## src/rtl/program_loader_pkg.sv

```systemverilog
// program_loader_pkg: shared state encoding, frame constants and sizing helper.
// Rev 1.0
`default_nettype none

package program_loader_pkg;

   typedef enum logic [3:0] {
      ST_IDLE    = 4'd0,
      ST_LEN_LO  = 4'd1,
      ST_LEN_HI  = 4'd2,
      ST_DATA_LO = 4'd3,
      ST_DATA_HI = 4'd4,
      ST_WRITE   = 4'd5,
      ST_CHECK   = 4'd6,
      ST_DONE    = 4'd7,
      ST_ERROR   = 4'd8
   } loader_state_e;

   localparam int LEN_BYTES     = 2;
   localparam int CHECKSUM_INIT = 0;

   // Largest image (in words) that fits an instruction memory of 2**addr_w words.
   function automatic logic [16:0] max_words(input int addr_w);
      return 17'(1) << addr_w;
   endfunction

endpackage

`default_nettype wire

```

## src/rtl/program_loader.sv

```systemverilog
// program_loader: assembles a length-prefixed, XOR-checked byte stream into 16-bit
// instruction words and writes them to instruction memory while holding the CPU. Rev 1.0
`default_nettype none

module program_loader
   import program_loader_pkg::*;
#(
   parameter int INST_W   = 16,
   parameter int I_ADDR_W = 12,
   parameter int BYTE_W   = 8
) (
   input  logic                clk,
   input  logic                rst_n,
   input  logic                start,
   input  logic [BYTE_W-1:0]   rx_data,
   input  logic                rx_valid,
   output logic                rx_ready,
   output logic                imem_write_enable,
   output logic [I_ADDR_W-1:0] imem_address,
   output logic [INST_W-1:0]   imem_write_data,
   output logic                cpu_hold,
   output logic                busy,
   output logic                done,
   output logic                error
);

   localparam int LEN_W = LEN_BYTES * BYTE_W;

   loader_state_e         state_q, state_d;
   logic [BYTE_W-1:0]     len_lo_q, len_lo_d;
   logic [BYTE_W-1:0]     lo_q, lo_d;
   logic [BYTE_W-1:0]     chk_q, chk_d;
   logic [LEN_W-1:0]      remain_q, remain_d;
   logic [I_ADDR_W-1:0]   addr_q, addr_d;
   logic [I_ADDR_W-1:0]   waddr_q, waddr_d;
   logic [INST_W-1:0]     wdata_q, wdata_d;
   logic                  hold_q, hold_d;
   logic                  busy_q, busy_d;
   logic                  done_q, done_d;
   logic                  error_q, error_d;

   logic                  accept;
   logic [LEN_W-1:0]      len_word;

   assign rx_ready = (state_q == ST_LEN_LO)  || (state_q == ST_LEN_HI) ||
                     (state_q == ST_DATA_LO) || (state_q == ST_DATA_HI) ||
                     (state_q == ST_CHECK);
   assign accept   = rx_valid & rx_ready;
   assign len_word = {rx_data, len_lo_q};

   assign imem_write_enable = (state_q == ST_WRITE);
   assign imem_address      = waddr_q;
   assign imem_write_data   = wdata_q;
   assign cpu_hold          = hold_q;
   assign busy              = busy_q;
   assign done              = done_q;
   assign error             = error_q;

   always_comb begin
      state_d  = state_q;
      len_lo_d = len_lo_q;
      lo_d     = lo_q;
      chk_d    = chk_q;
      remain_d = remain_q;
      addr_d   = addr_q;
      waddr_d  = waddr_q;
      wdata_d  = wdata_q;
      hold_d   = hold_q;
      busy_d   = busy_q;
      done_d   = done_q;
      error_d  = error_q;

      case (state_q)
         ST_IDLE, ST_DONE, ST_ERROR: begin
            if (start) begin
               state_d  = ST_LEN_LO;
               done_d   = 1'b0;
               error_d  = 1'b0;
               remain_d = '0;
               chk_d    = BYTE_W'(CHECKSUM_INIT);
               addr_d   = '0;
               hold_d   = 1'b1;
               busy_d   = 1'b1;
            end
         end
         ST_LEN_LO: begin
            if (accept) begin
               len_lo_d = rx_data;
               state_d  = ST_LEN_HI;
            end
         end
         ST_LEN_HI: begin
            if (accept) begin
               remain_d = len_word;
               if ({1'b0, len_word} > max_words(I_ADDR_W)) begin
                  state_d = ST_ERROR;
                  error_d = 1'b1;
                  busy_d  = 1'b0;
               end else if (len_word == '0) begin
                  state_d = ST_CHECK;
               end else begin
                  state_d = ST_DATA_LO;
               end
            end
         end
         ST_DATA_LO: begin
            if (accept) begin
               lo_d    = rx_data;
               chk_d   = chk_q ^ rx_data;
               state_d = ST_DATA_HI;
            end
         end
         ST_DATA_HI: begin
            if (accept) begin
               chk_d   = chk_q ^ rx_data;
               wdata_d = {rx_data, lo_q};
               waddr_d = addr_q;
               state_d = ST_WRITE;
            end
         end
         ST_WRITE: begin
            // A 2**I_ADDR_W image wraps the counter here; nothing is written afterwards.
            addr_d   = addr_q + I_ADDR_W'(1);
            remain_d = remain_q - LEN_W'(1);
            state_d  = (remain_q == LEN_W'(1)) ? ST_CHECK : ST_DATA_LO;
         end
         ST_CHECK: begin
            if (accept) begin
               busy_d = 1'b0;
               if (rx_data == chk_q) begin
                  state_d = ST_DONE;
                  done_d  = 1'b1;
                  hold_d  = 1'b0;
               end else begin
                  state_d = ST_ERROR;
                  error_d = 1'b1;
               end
            end
         end
         default: state_d = ST_IDLE;
      endcase
   end

   always_ff @(posedge clk or negedge rst_n) begin
      if (!rst_n) begin
         state_q  <= ST_IDLE;
         len_lo_q <= '0;
         lo_q     <= '0;
         chk_q    <= '0;
         remain_q <= '0;
         addr_q   <= '0;
         waddr_q  <= '0;
         wdata_q  <= '0;
         hold_q   <= 1'b0;
         busy_q   <= 1'b0;
         done_q   <= 1'b0;
         error_q  <= 1'b0;
      end else begin
         state_q  <= state_d;
         len_lo_q <= len_lo_d;
         lo_q     <= lo_d;
         chk_q    <= chk_d;
         remain_q <= remain_d;
         addr_q   <= addr_d;
         waddr_q  <= waddr_d;
         wdata_q  <= wdata_d;
         hold_q   <= hold_d;
         busy_q   <= busy_d;
         done_q   <= done_d;
         error_q  <= error_d;
      end
   end

endmodule

`default_nettype wire

```

## config.mk

```make
export PLATFORM = sky130hd
export DESIGN_NAME = program_loader
export DESIGN_NICKNAME = d
export VERILOG_FILES = /design/src/rtl/program_loader_pkg.sv /design/src/rtl/program_loader.sv
export SDC_FILE = /design/constraint.sdc
export NUM_CORES = 1
export LEC_CHECK = 0
export ABC_AREA = 1
export BUFFER_PORTS_ARGS = -buffer_cell sky130_fd_sc_hd__buf_4
export CAP_MARGIN = 20
export CORE_MARGIN = 1.5
export CORE_UTILIZATION = 35
export DETAILED_ROUTE_END_ITERATION = 6
export PLACE_DENSITY = 0.6
export SETUP_SLACK_MARGIN = 0.4
export SYNTH_ARGS = -nofsm -noshare
export SYNTH_HDL_FRONTEND = slang
export SYNTH_SLANG_ARGS = --single-unit
```

## constraint.sdc

```tcl
create_clock -name clk -period 1.6 [get_ports clk]
set_input_delay 0.24 -clock clk [delete_from_list [all_inputs] [get_ports clk]]
set_output_delay 0.24 -clock clk [all_outputs]
set_load 0.05 [all_outputs]
```

Word level (Yosys, flattened, before mapping). Cells that the tools add are included.

Register bits: 88. Input port bits: 12. Output and inout port bits: 34. Word-level logic and storage cells: 96.

Add/subtract/negate cells: 2. Magnitude comparators: 1. Eq/ne operators: 20. Multiplexer cells: 36. Bitwise operators: 2. Reductions and logical operators: 23.

Operators with widths (number): $pmux 16 s3 (1); $mux 16 (2); $mux 4 (8); $pmux 4 s7 (1); $pmux 12 s2 (1); $eq 16x1->1 const B (1); $eq 4x3->1 const B (4); $gt 16x13->1 const B (1); $logic_not 16->1 (1); $mux 8 (2); $pmux 8 s2 (1); $sub 16x1->16 const B (1); $ne 2x2->1 const B (7); $mux 1 (13); $add 12x1->12 const B (1); $mux 12 (1); $reduce_and 6->1 (2); $eq 4x2->1 const B (2); $eq 8x8->1 (1); $reduce_and 2->1 (4); $xor 8x8->8 (1); $mux 3 (2); $ne 2x1->1 const B (3); $pmux 1 s3 (2); other kinds (13) (21).

Depth between registers and ports, before layout. Gate-level depths: netlist of run 1.

Depth in word-level cells: 8. Gate-level depth with buffers: 12. Gate-level depth less buffers: 11.

Least setup slack after synthesis of run 1. Ideal clock, no wire load.

Path kind: register -> register. Start: register state_q[2]. End: register lo_q[6]. Library setup time: 0.120 ns. Arrival: 1.541 ns. Data required time: 1.480 ns. Path slack: -0.061 ns. Stages on the path, launching flop included: 12. Path buffers: 1. Period minus slack after synthesis: 1.661 ns. Cell sequence: dfrtp_1 -> inv_2 -> nand2_1 -> nor3_4 -> nor2_4 -> nand3_4 -> nand2_2 -> inv_4 -> nand2_4 -> buf_6 -> nand2_1 -> o21ai_2.

Word-level cells in the longest chain between the ends: 7. Elaborated cells on any way between the ends: 11. Those cells by class: eq/ne: 5; bitwise: 1; reduce/logical: 5.

Ends and longest elaborated chain: start: declaration (RTL line program_loader.sv:29) `loader_state_e state_q, state_d;`; start signal: assignment (RTL line program_loader.sv:159) `state_q <= state_d;`; $eq 4x1->1 or $eq 4x2->1 (tied branches) (RTL line program_loader.sv:45) `assign rx_ready = (state_q == ST_LEN_LO) || (state_q == ST_LEN_HI) ||`; $logic_or 1x1->1 (2 in series) (RTL line program_loader.sv:45); $logic_or 1x1->1 (RTL line program_loader.sv:46) `(state_q == ST_DATA_LO) || (state_q == ST_DATA_HI) ||`; $logic_or 1x1->1 (*) (RTL line program_loader.sv:46); via rx_ready (RTL line program_loader.sv:17) `output logic rx_ready,`; $and 1x1->1 (*) (RTL line program_loader.sv:48) `assign accept = rx_valid & rx_ready;`; $reduce_and 2->1 (no line) (*); end signal: assignment (RTL line program_loader.sv:161) `lo_q <= lo_d;`; end: declaration (RTL line program_loader.sv:31) `logic [BYTE_W-1:0] lo_q, lo_d;`.

Mark *: on every way through the listed nets, which the timed path passes. The rest lies on a longest branch. A chain may end at the register's enable or synchronous reset.

Worst setup path after layout of run 1.
Start: register state_q[2]. End: output port rx_ready.

Word-level cells in the longest chain between the ends: 5. Elaborated cells on any way between the ends: 9. Those cells by class: eq/ne: 5; reduce/logical: 4.

Ends and longest elaborated chain (RTL line): $eq 4x1->1 or $eq 4x2->1 (tied branches) (program_loader.sv:45); $logic_or 1x1->1 (2 in series) (program_loader.sv:45); $logic_or 1x1->1 (program_loader.sv:46); $logic_or 1x1->1 (*) (program_loader.sv:46); end: declaration (program_loader.sv:17).

Mark *: on every way between the ends. The rest lies on a longest branch, timed or not.

==> impl_results.md, run 1 <==
- TNS Setup: -5.262 ns
- Via count: roughly 4300
- Routed Wire Length: approximately 14000 um
- Antenna violations before repair: 0
- Max VDD drop: about 0.92 mV
- Synth Register Bits: 88
- Maxcap violations: 0
- Worst-margin pin slew: roughly 0.38 ns
- GP Congestion: 0.8602
- DRT Pass-1 Iters: 4
- Layout cells sized above 1: 0.4093
- Largest cells by area after synthesis: dfrtp_1 (49%), nand2_1 (15%), o21ai_0 (5.5%)
- Netlist cell types: 34
- Area of the multi-input gates: approximately 2700 sq um
- Worst-Skew Late Latency: ~0.35 ns
- Ys Warns: 0
- Slew margin rel.: 0.7487
- Total power: between 10 and 15 mW
- FMAX: between 0.5 and 0.6 GHz
- Chip Width: around 120 um
- Post-synth EDFFs: 0
- Pin count of the biggest net entering global routing: 37
- Crit-path leading delay family: simple AND/OR/NAND/NOR gates
- Critical path arrival: between 1.5 and 2 ns
- Clock skew: 0.01133 ns
- Mean Syn Cell Area: just under 8 sq um
- Worst slack, placed: -0.1392 ns
- Fin. Hold Viols: 0
- Post-route DRC: 0
- Number of global-route vias before repair: between 4000 and 5000
- Grt met3 use: 0.03217
- Cell count after synthesis: approximately 580
- CP dominant cell by count: nor2_4
- M1 GR Usage: 0.2623
- Clk slew on worst S/H paths: approximately 0.07 ns
- Most frequent cells in the layout: nand2_1 (135), dfrtp_1 (87), buf_4 (71)
- CP Class: reg2out
- CTS tree: yes
- Layout Utilization: 0.5577
- Gr usage total: 0.2092
- Die area: 13620 sq um
- First-pass GRT wire length: roughly 22000 um
- Setup crit end kind: output pin
- RSZ-0062 raised after global routing: true
- DPL Wire Length: between 8000 and 9000 um
- Synth top area share: 0.4865
- CTS Buffer Depth: 2
- Met2 usage: 0.3676
- Crit path buffers/inverters: 4
- Cts bufs inserted: 9
- H-tree depth: 3
- Per-cell routed wire length: roughly 15 um
- Final Instance Count excl. Fillers: 883
- Post-route ant nets: 0
- Area leader, netlist: dfrtp_1
- Initial drt markers: around 200
- Synth Net Count: between 500 and 600
- Dpl cells: 816
- Register area share after synthesis: 0.4865
- Fin worst setup slack: -0.1692 ns
- # fillers: 1115
- Core ar.: between 10000 and 15000 sq um
- Cell Area, Synth: between 4000 and 5000 sq um
- Area growth syn-to-layout: 55.47%
- Failing checks: setup timing
- Final Slew Violations: 0
- FP Rows: a little over 40
- Global route hottest layer: met2
- Worst path cell trace: inv_2, buf_12, nor2_4, inv_2, nor2_4, nor2_4, nand3_4, buf_8
- N_diodes: 0
- Final #Nets: approximately 700
- Most used DFF post-synth: dfrtp_1
- PwrDens: about 2100 nW/um^2
- Worst Hold Class: in2reg
- Commonest non-fill, non-tap cell in the layout: nand2_1
- Crit share post-route: 1.106
- Boundary pin count: 46
- Register area: 2203 sq um
- Die outline height: 116.7 um
- Status: finished, violations left
- Asr flop ratio synth: 1.000
- Clock period minus worst slack: roughly 1.8 ns
- Vias per cell: between 4 and 5
- Root Buffer: clkbuf_16
- Initial Util: 0.3587
- Pleak: between 3 and 4 nW
- Grt total ovfl: 0
- Final Setup Violations: 85
- Crit-path max cell delay: ~0.36 ns
- Req. time, crit path: 1.36 ns
- Critical-path top delay cell: dfrtp_1
- IO Port Bufs: 45
- Clock Sinks: 88
- Crit path launch type: flop
- CP max FO: 3
## worst reg2reg max path: stages (launching register included)
cell	delay (ns)
dfrtp_1	0.36
inv_2	0.07
buf_12	0.13
nor2_4	0.14
buf_6	0.13
nand3_4	0.07
nand2_4	0.11
nand2_4	0.08
nand2_4	0.08
nor2_4	0.04
buf_12	0.14
buf_8	0.14
nor2_2	0.08
a31oi_1	0.04
## logic make-up after synthesis
logic type	Yosys count	share of synthesized area
simple gates	301	0.2850
fa+ha+maj	3	0.008293
flops	88	0.4865
buf+inv	80	0.07601
mux	8	0.01990
xor+xnor	7	0.01354
compound gates	90	0.1108
## cell usage after synthesis, types with 6 or more instances
cell type and instances:
nand4_1 6, a21oi_1 6, a31oi_1 7, inv_1 60, nor2_1 60, dfrtp_1 88, nand3_1 34, o21ai_1 12
o21ai_2 7, mux2_2 8, o21ai_0 50, nand2_1 178, nand2_2 6, buf_2 6
## what timing repair did
| item | 4_1_cts | 5_1_grt |
|---|---|---|
| resized for setup | 125 | 90 |
| hold buffers | 1 | 0 |
| endpoints found under the setup margin | 91 | 105 |
| setup buffers | 30 | 10 |
| pin swaps | 23 | 20 |
| hold endpoints to repair | 20 | 0 |
| cloned | 9 | 1 |
## state kept, by name, summed over array words and instances (netlist names)
name	cells
chk_q	8
cpu_hold	1
busy	1
done	1
state_q	4
imem_address	12
error	1
addr_q	12
lo_q	8
len_lo_q	8
imem_write_data	16
remain_q	16
## where the power goes
part / switching (mW) / internal [mW]
clock network: 0.971 / 1.12
logic: 5.14 / 3.69
registers: 0.769 / 3.09
## stage by stage
| stage | hold slack (ns) | area [sq um] |
|---|---|---|
| 6_report | 0.2140 | 7038 |
| 3_3_place_gp | 0.1717 | 5416 |
| 2_1_floorplan | -0.05559 | 4659 |
| 4_1_cts | 0.2018 | 6595 |
| 5_1_grt | 0.2217 | 7038 |
| 3_5_place_dp | 0.1880 | 5416 |
## area by class of cell
type | count | share of cell area
repair buffers | 127 | 0.1959
clock buffers | 10 | 0.03396
inverters | 66 | 0.03840
multi-input cells | 414 | 0.3812
flip-flops and latches | 88 | 0.3131
well taps | 172 | 0.03058
clock inverters | 6 | 0.006933
## final timing paths
kind / start / endpoint / slack, ns / depth (start not counted)
worst max register to register: state_q[2] / remain_q[12] / -0.11 / 13
min in group asynchronous: rst_n / cpu_hold / 0.35 / 2
worst min-delay path: rx_data[4] / remain_q[12] / 0.21 / 3
worst min register to register: error / error / 0.48 / 2
worst max-delay path: state_q[2] / rx_ready / -0.17 / 8
max in group asynchronous: rst_n / addr_q[0] / 0.74 / 3
## per-layer routing
| layer | vias to the layer above | routed length, um |
|---|---|---|
| met5 | - | 0 |
| li1 | 2130 | - |
| met4 | 0 | 296 |
| met2 | 73 | 7168 |
| met1 | 2065 | 5853 |
| met3 | 21 | 326 |
Power figures use the tool's default switching activity.
==> run 2, diff against run 1 <==
--- a/config.mk
+++ b/config.mk
@@ -12,7 +12,8 @@
 export CORE_UTILIZATION = 35
 export DETAILED_ROUTE_END_ITERATION = 6
 export PLACE_DENSITY = 0.6
-export SETUP_SLACK_MARGIN = 0.4
+export REMOVE_ABC_BUFFERS = 1
+export SETUP_SLACK_MARGIN = 0.1
 export SYNTH_ARGS = -nofsm -noshare
 export SYNTH_HDL_FRONTEND = slang
 export SYNTH_SLANG_ARGS = --single-unit
==> impl_results.md, run 2 (synthesis results as in run 1) <==
- Status: finished, violations left
- Failing checks: setup timing
- Gr usage total: 0.1902 (-0.01894)
- Fin. Hold Viols: 0 (unchanged)
- Final Setup Violations: 39 (-54%)
- CP Class: reg2out
- Area growth syn-to-layout: 39.30%
- CP max FO: 5 (+2)
- PwrDens: 2141 nW/um^2 (+2.0%)
- Clock skew: 0.007623 ns (-0.003707 ns)
- Cts bufs inserted: 9 (unchanged)
- Commonest non-fill, non-tap cell in the layout: nand2_1
- IO Port Bufs: 45 (unchanged)
- FMAX: 0.5897 GHz (+4.3%)
- # fillers: 1214 (+8.9%)
- Die area: 13620 sq um (unchanged)
- WHS: 0.2089 ns (-0.005025 ns)
- Boundary pin count: 46 (unchanged)
- Post-route DRC: 0 (unchanged)
- Vias per cell: 4.761 (-2.0%)
- Final Slew Violations: 0 (unchanged)
- Root Buffer: clkbuf_16
- Clock period minus worst slack: 1.696 ns (-0.07330 ns)
- Clock network fraction of design power: 0.172 (+0.031)
- Final #Nets: 705 (-2.2%)
- DRT Pass-1 Iters: 4 (unchanged)
- Antenna violations before repair: 0 (unchanged)
- Flop pwr share: 0.279 (+0.018)
- Clock Sinks: 88 (unchanged)
- Maxcap violations: 0 (unchanged)
- Max VDD drop: 0.9799 mV (+6.3%)
- Core ar.: 12620 sq um (unchanged)
- Per-cell routed wire length: 14.29 um (-7.6%)
- Reg2Reg Depth: 8 (-5)
- Top sig layer: met4
- Met2 wire len: 6134 um (-14%)
- DPL Wire Length: 8020 um (-3.4%)
- Setup crit end kind: output pin
- N_diodes: 0 (unchanged)
- Pleak: 3.000 nW (-9.1%)
- Critical path arrival: 1.46 ns (-0.07 ns)
- DP Area: 5326 sq um (-1.7%)
- GP Congestion: 0.8714 (+1.3%)
- Req. time, crit path: 1.36 ns (about the same)
- Worst-margin pin slew: 0.4751 ns (+0.09820 ns)
- Comb power frac: 0.549 (-0.048)
- Hold path endpoint: remain_q[8]
- Design Area, Final: 6306 sq um (-10%)
- Initial drt markers: 207 (+5.6%)
- Layout cells sized above 1: 0.2968 (-0.1125)
- Initial Util: 0.3587 (unchanged)
- Worst reg2reg endpoint: imem_write_data[0]
- H-tree depth: 3 (unchanged)
- Worst setup startpoint: state_q[1]
- Worst-Skew Late Latency: 0.34 ns (about the same)
- R2R Setup Slk: -0.09 ns (+0.02 ns)
- P_sw: 6.104 mW (-11%)
- Post-route ant nets: 0 (unchanged)
- Most frequent cells in the layout: nand2_1 (162), buf_4 (88), dfrtp_1 (86)
- Worst slack, placed: -0.1270 ns (+0.01213 ns)
- Number of global-route vias before repair: 3966 (-6.6%)
- RSZ-0062 raised after global routing: true
- TNS Setup: -1.793 ns (+3.469 ns)
- Total power: 13.50 mW (-8.6%)
- Net switching fraction of the power: 0.4522 (-0.01318)
- Crit share post-route: 1.060 (-0.04581)
- FP Rows: 41 (unchanged)
- CTS tree: yes
- Metal-1 WL: 5493 um (-6.2%)
- Hold path startpoint: rx_data[0]
- Pint: 7.395 mW (-6.4%)
- Routed Wire Length: 12370 um (-9.3%)
- Die outline height: 116.7 um (unchanged)
- Hold depth: 3 (unchanged)
- Grt total ovfl: 0 (unchanged)
- Worst Hold Class: in2reg
- Slew margin rel.: 0.6833 (-0.06547)
- Clk slew on worst S/H paths: 0.06 ns (about the same)
- Pin count of the biggest net entering global routing: 35 (-5.4%)
- Worst r2r src: state_q[1]
- First-pass GRT wire length: 19810 um (-8.2%)
- Fin worst setup slack: -0.09588 ns (+0.07330 ns)
- Chip Width: 116.7 um (unchanged)
- CTS Buffer Depth: 2 (unchanged)
- Crit path launch type: flop
- Via count: 4123 (-3.9%)
- Met3 WL: 457 um (+40%)
-- run 2: changes by cell type in the layout (fill, tap and decap cells not counted), sizes merged --
cell,before,now
bufinv,0,2
nand2,190,188
clkinvlp,2,3
clkinv,2,0
buf,125,112
inv,68,65
-- run 2: power by group through the flow --
| stage | clock network, mW | registers, mW | logic [mW] |
|---|---|---|---|
| finish | 2.32 | 3.77 | 7.41 |
| detailed placement | 0 | 3.77 | 6.06 |
| global placement | 0 | 3.72 | 5.94 |
| global route | 2.46 | 3.90 | 8.11 |
| CTS | 2.36 | 3.74 | 6.91 |
| floorplan | 0 | 4.75 | 3.02 |
-- run 2: metrics by stage --
| step | utilization | std cells |
|---|---|---|
| 2_1_floorplan | - | 563 |
| 6_report | 0.4997 | 866 |
| 5_1_grt | 0.4997 | 866 |
| 3_5_place_dp | 0.4221 | 817 |
| 3_3_place_gp | 0.4221 | 817 |
| 4_1_cts | 0.4814 | 854 |
-- run 2: worst max-delay path, stage by stage, from the launching register on --
cell and delay (ns):
dfrtp_2 0.46, buf_4 0.17, nand3_4 0.11, buf_6 0.12, nand3_4 0.10, buf_8 0.17
-- run 2: worst max-delay path by stage --
stage | end | slack [ns] | cells after the start
3_3_place_gp | state_q[2] | -0.03 | 8
4_1_cts | rx_ready | -0.08 | 5
3_5_place_dp | chk_q[4] | -0.13 | 6
2_1_floorplan | imem_write_data[0] | -0.36 | 6
5_1_grt | len_lo_q[2] | -0.15 | 11
6_report | rx_ready | -0.1 | 5
-- run 2: what timing repair did --
action | CTS | global route
pin swaps | 10 | 18
hold endpoints to repair | 32 | 0
hold buffers | 1 | 0
setup buffers | 16 | 10
resized for setup | 55 | 40
gates cloned | 5 | 2
endpoints found under the setup margin | 67 | 90
-- run 2: routing by layer --
| layer | vias up | track usage |
|---|---|---|
| met5 | - | 0 |
| li1 | 2084 | - |
| met3 | 16 | 0.03944 |
| met4 | 0 | 0.06506 |
| met1 | 1940 | 0.2563 |
| met2 | 83 | 0.3064 |
-- run 2: layout make-up --
cell class              instances  area, sq um  area share
clock buffers                  11        252.7     0.04008
clock inverters                 4        76.32     0.01210
repair buffers                113         1059      0.1679
well taps                     172        215.2     0.03413
inverters                      66        267.8     0.04246
flip-flops and latches         88         2205      0.3496
multi-input cells             412         2231      0.3538
==> run 3, diff against run 2 <==
--- a/config.mk
+++ b/config.mk
@@ -12,7 +12,6 @@
 export CORE_UTILIZATION = 35
 export DETAILED_ROUTE_END_ITERATION = 6
 export PLACE_DENSITY = 0.6
-export REMOVE_ABC_BUFFERS = 1
 export SETUP_SLACK_MARGIN = 0.1
 export SYNTH_ARGS = -nofsm -noshare
 export SYNTH_HDL_FRONTEND = slang
==> impl_results.md, run 3 (synthesis results as in run 1) <==
- Status: finished, violations left
- Failing checks: setup timing
- CTS Buffer Depth: 2 (unchanged)
- Chip Width: 116.7 um (unchanged)
- Initial Util: 0.3587 (unchanged)
- DP Area: 5304 sq um (-0.42%)
- Pin count of the biggest net entering global routing: 35 (unchanged)
- DRT Pass-1 Iters: 4 (unchanged)
- Pleak: 2.955 nW (-1.5%)
- Layout cells sized above 1: 0.3109 (+0.01412)
- PwrDens: 2092 nW/um^2 (-2.3%)
- Die outline height: 116.7 um (unchanged)
- Slew margin rel.: 0.7395 (+0.05622)
- Worst-Skew Late Latency: 0.34 ns (about the same)
- Grt total ovfl: 0 (unchanged)
- Worst-margin pin slew: 0.3908 ns (-0.08433 ns)
- CP Class: reg2out
- Crit-path max cell delay: 0.43 ns (-0.03 ns)
- Initial drt markers: 248 (+20%)
- Antenna violations before repair: 0 (unchanged)
- Root Buffer: clkbuf_16
- Setup crit end kind: output pin
- CP max FO: 3 (-2)
- Final Instance Count excl. Fillers: 857 (-1.0%)
- DPL Wire Length: 7968 um (-0.65%)
- Worst path cell trace: nor2_4, buf_6, inv_4, nor2_4, nor2_4, nand3_4, buf_8
- FP Rows: 41 (unchanged)
- Vias per cell: 4.845 (+1.8%)
- Final Setup Violations: 42 (+7.7%)
- Post-route DRC: 0 (unchanged)
- Worst Hold Class: in2reg
- WHS: 0.2137 ns (+0.004789 ns)
- Post-route ant nets: 0 (unchanged)
- Crit path launch type: flop
- Gr usage total: 0.1795 (-0.01069)
- Critical path arrival: 1.49 ns (+0.03 ns)
- Per-cell routed wire length: 13.72 um (-4.0%)
- Number of global-route vias before repair: 3856 (-2.8%)
- Dpl cells: 815 (-0.24%)
- Critical-path top delay cell: dfrtp_2
- Final Slew Violations: 0 (unchanged)
- Area growth syn-to-layout: 36.93%
- Max VDD drop: 1.318 mV (+34%)
- FMAX: 0.5780 GHz (-2.0%)
- Most frequent cells in the layout: nand2_1 (153), dfrtp_1 (86), buf_4 (82)
- H-tree depth: 3 (unchanged)
- CP dominant cell by count: nor2_4
- Routed Wire Length: 11760 um (-5.0%)
- Crit path buffers/inverters: 3 (unchanged)
- Crit-path leading delay family: flip-flops
- Clk slew on worst S/H paths: 0.06 ns (about the same)
- Req. time, crit path: 1.36 ns (about the same)
- Final #Nets: 696 (-1.3%)
- TNS Setup: -1.377 ns (+0.4159 ns)
- Clock Sinks: 88 (unchanged)
- Fin worst setup slack: -0.1302 ns (-0.03436 ns)
- Commonest non-fill, non-tap cell in the layout: nand2_1
- GP Congestion: 0.9404 (+7.9%)
- Area of the multi-input gates: 2252 sq um (+0.95%)
- Clock period minus worst slack: 1.730 ns (+0.03436 ns)
- Via count: 4152 (+0.70%)
- Clock skew: 0.009720 ns (+0.002097 ns)
- CTS tree: yes
- # fillers: 1213 (-0.082%)
- Register area: 2205 sq um (unchanged)
- Layout Utilization: 0.4912 (-0.008527)
- Boundary pin count: 46 (unchanged)
- RSZ-0062 raised after global routing: true
- Crit share post-route: 1.081 (+0.02147)
- Core ar.: 12620 sq um (unchanged)
- Design Area, Final: 6198 sq um (-1.7%)
- Die area: 13620 sq um (unchanged)
- N_diodes: 0 (unchanged)
- Maxcap violations: 0 (unchanged)
- Fin. Hold Viols: 0 (unchanged)
- First-pass GRT wire length: 18910 um (-4.5%)
- Cts bufs inserted: 9 (unchanged)
- IO Port Bufs: 45 (unchanged)
## run 3: cell count changes in the layout (fill, tap and decap cells not counted), sizes merged
cell	change
bufinv	-1
o21ai	-1
clkbuf	+1
clkinv	+3
buf	-10
clkinvlp	-1
## run 3: layout make-up
class	instances	area share
clock inverter	5	0.009084
timing repair buffer	105	0.1568
multi-input combinational	411	0.3633
sequential	88	0.3557
inverter	66	0.04340
tap	172	0.03472
clock buffer	10	0.03694
## run 3: worst paths after layout
kind | startpoint | to | slack, ns | cells after the start
max reg2reg | state_q[3] | imem_write_data[0] | -0.08 | 8
min | rx_data[4] | remain_q[12] | 0.21 | 3
max in group asynchronous | rst_n | remain_q[11] | 0.72 | 3
max | state_q[3] | rx_ready | -0.13 | 7
min in group asynchronous | rst_n | lo_q[1] | 0.37 | 2
min reg2reg | error | error | 0.49 | 2
## run 3: stage by stage
step | total power [mW] | setup WS, ns
finish | 12.97 | -0.1302
global placement | 9.617 | 0.02493
floorplan | 7.953 | -0.03569
global route | 13.88 | -0.1862
CTS | 12.45 | -0.1679
detailed placement | 9.764 | -0.01719
## run 3: layer usage
| layer | up-vias | wire, um | global-route usage |
|---|---|---|---|
| li1 | 2068 | - | - |
| met1 | 1968 | 5378 | 0.2422 |
| met2 | 97 | 5705 | 0.2928 |
| met3 | 19 | 487 | 0.03581 |
| met4 | 0 | 186 | 0.05542 |
| met5 | - | 0 | 0 |
## run 3: report_power, final
part / total, mW / internal [mW] / leakage, nW / switching [mW]
Clock: 2.06 / 1.20 / 0.139 / 0.859
Combinational: 7.09 / 2.69 / 1.65 / 4.41
Sequential: 3.81 / 3.10 / 1.16 / 0.716
Total: 13.0 / 6.98 / 2.95 / 5.98
## run 3: what timing repair did
| item | CTS | global route |
|---|---|---|
| pin swaps | 7 | 8 |
| setup endpoints to repair | 59 | 74 |
| hold buffers | 1 | 0 |
| cloned | 4 | 2 |
| setup buffers | 6 | 14 |
| hold endpoints to repair | 25 | 0 |
| resized for setup | 44 | 61 |
## run 3: tightest hold or removal path, cell delays in order
cell and delay, ns:
buf_4 0.13, nand2_1 0.07, a31oi_1 0.07
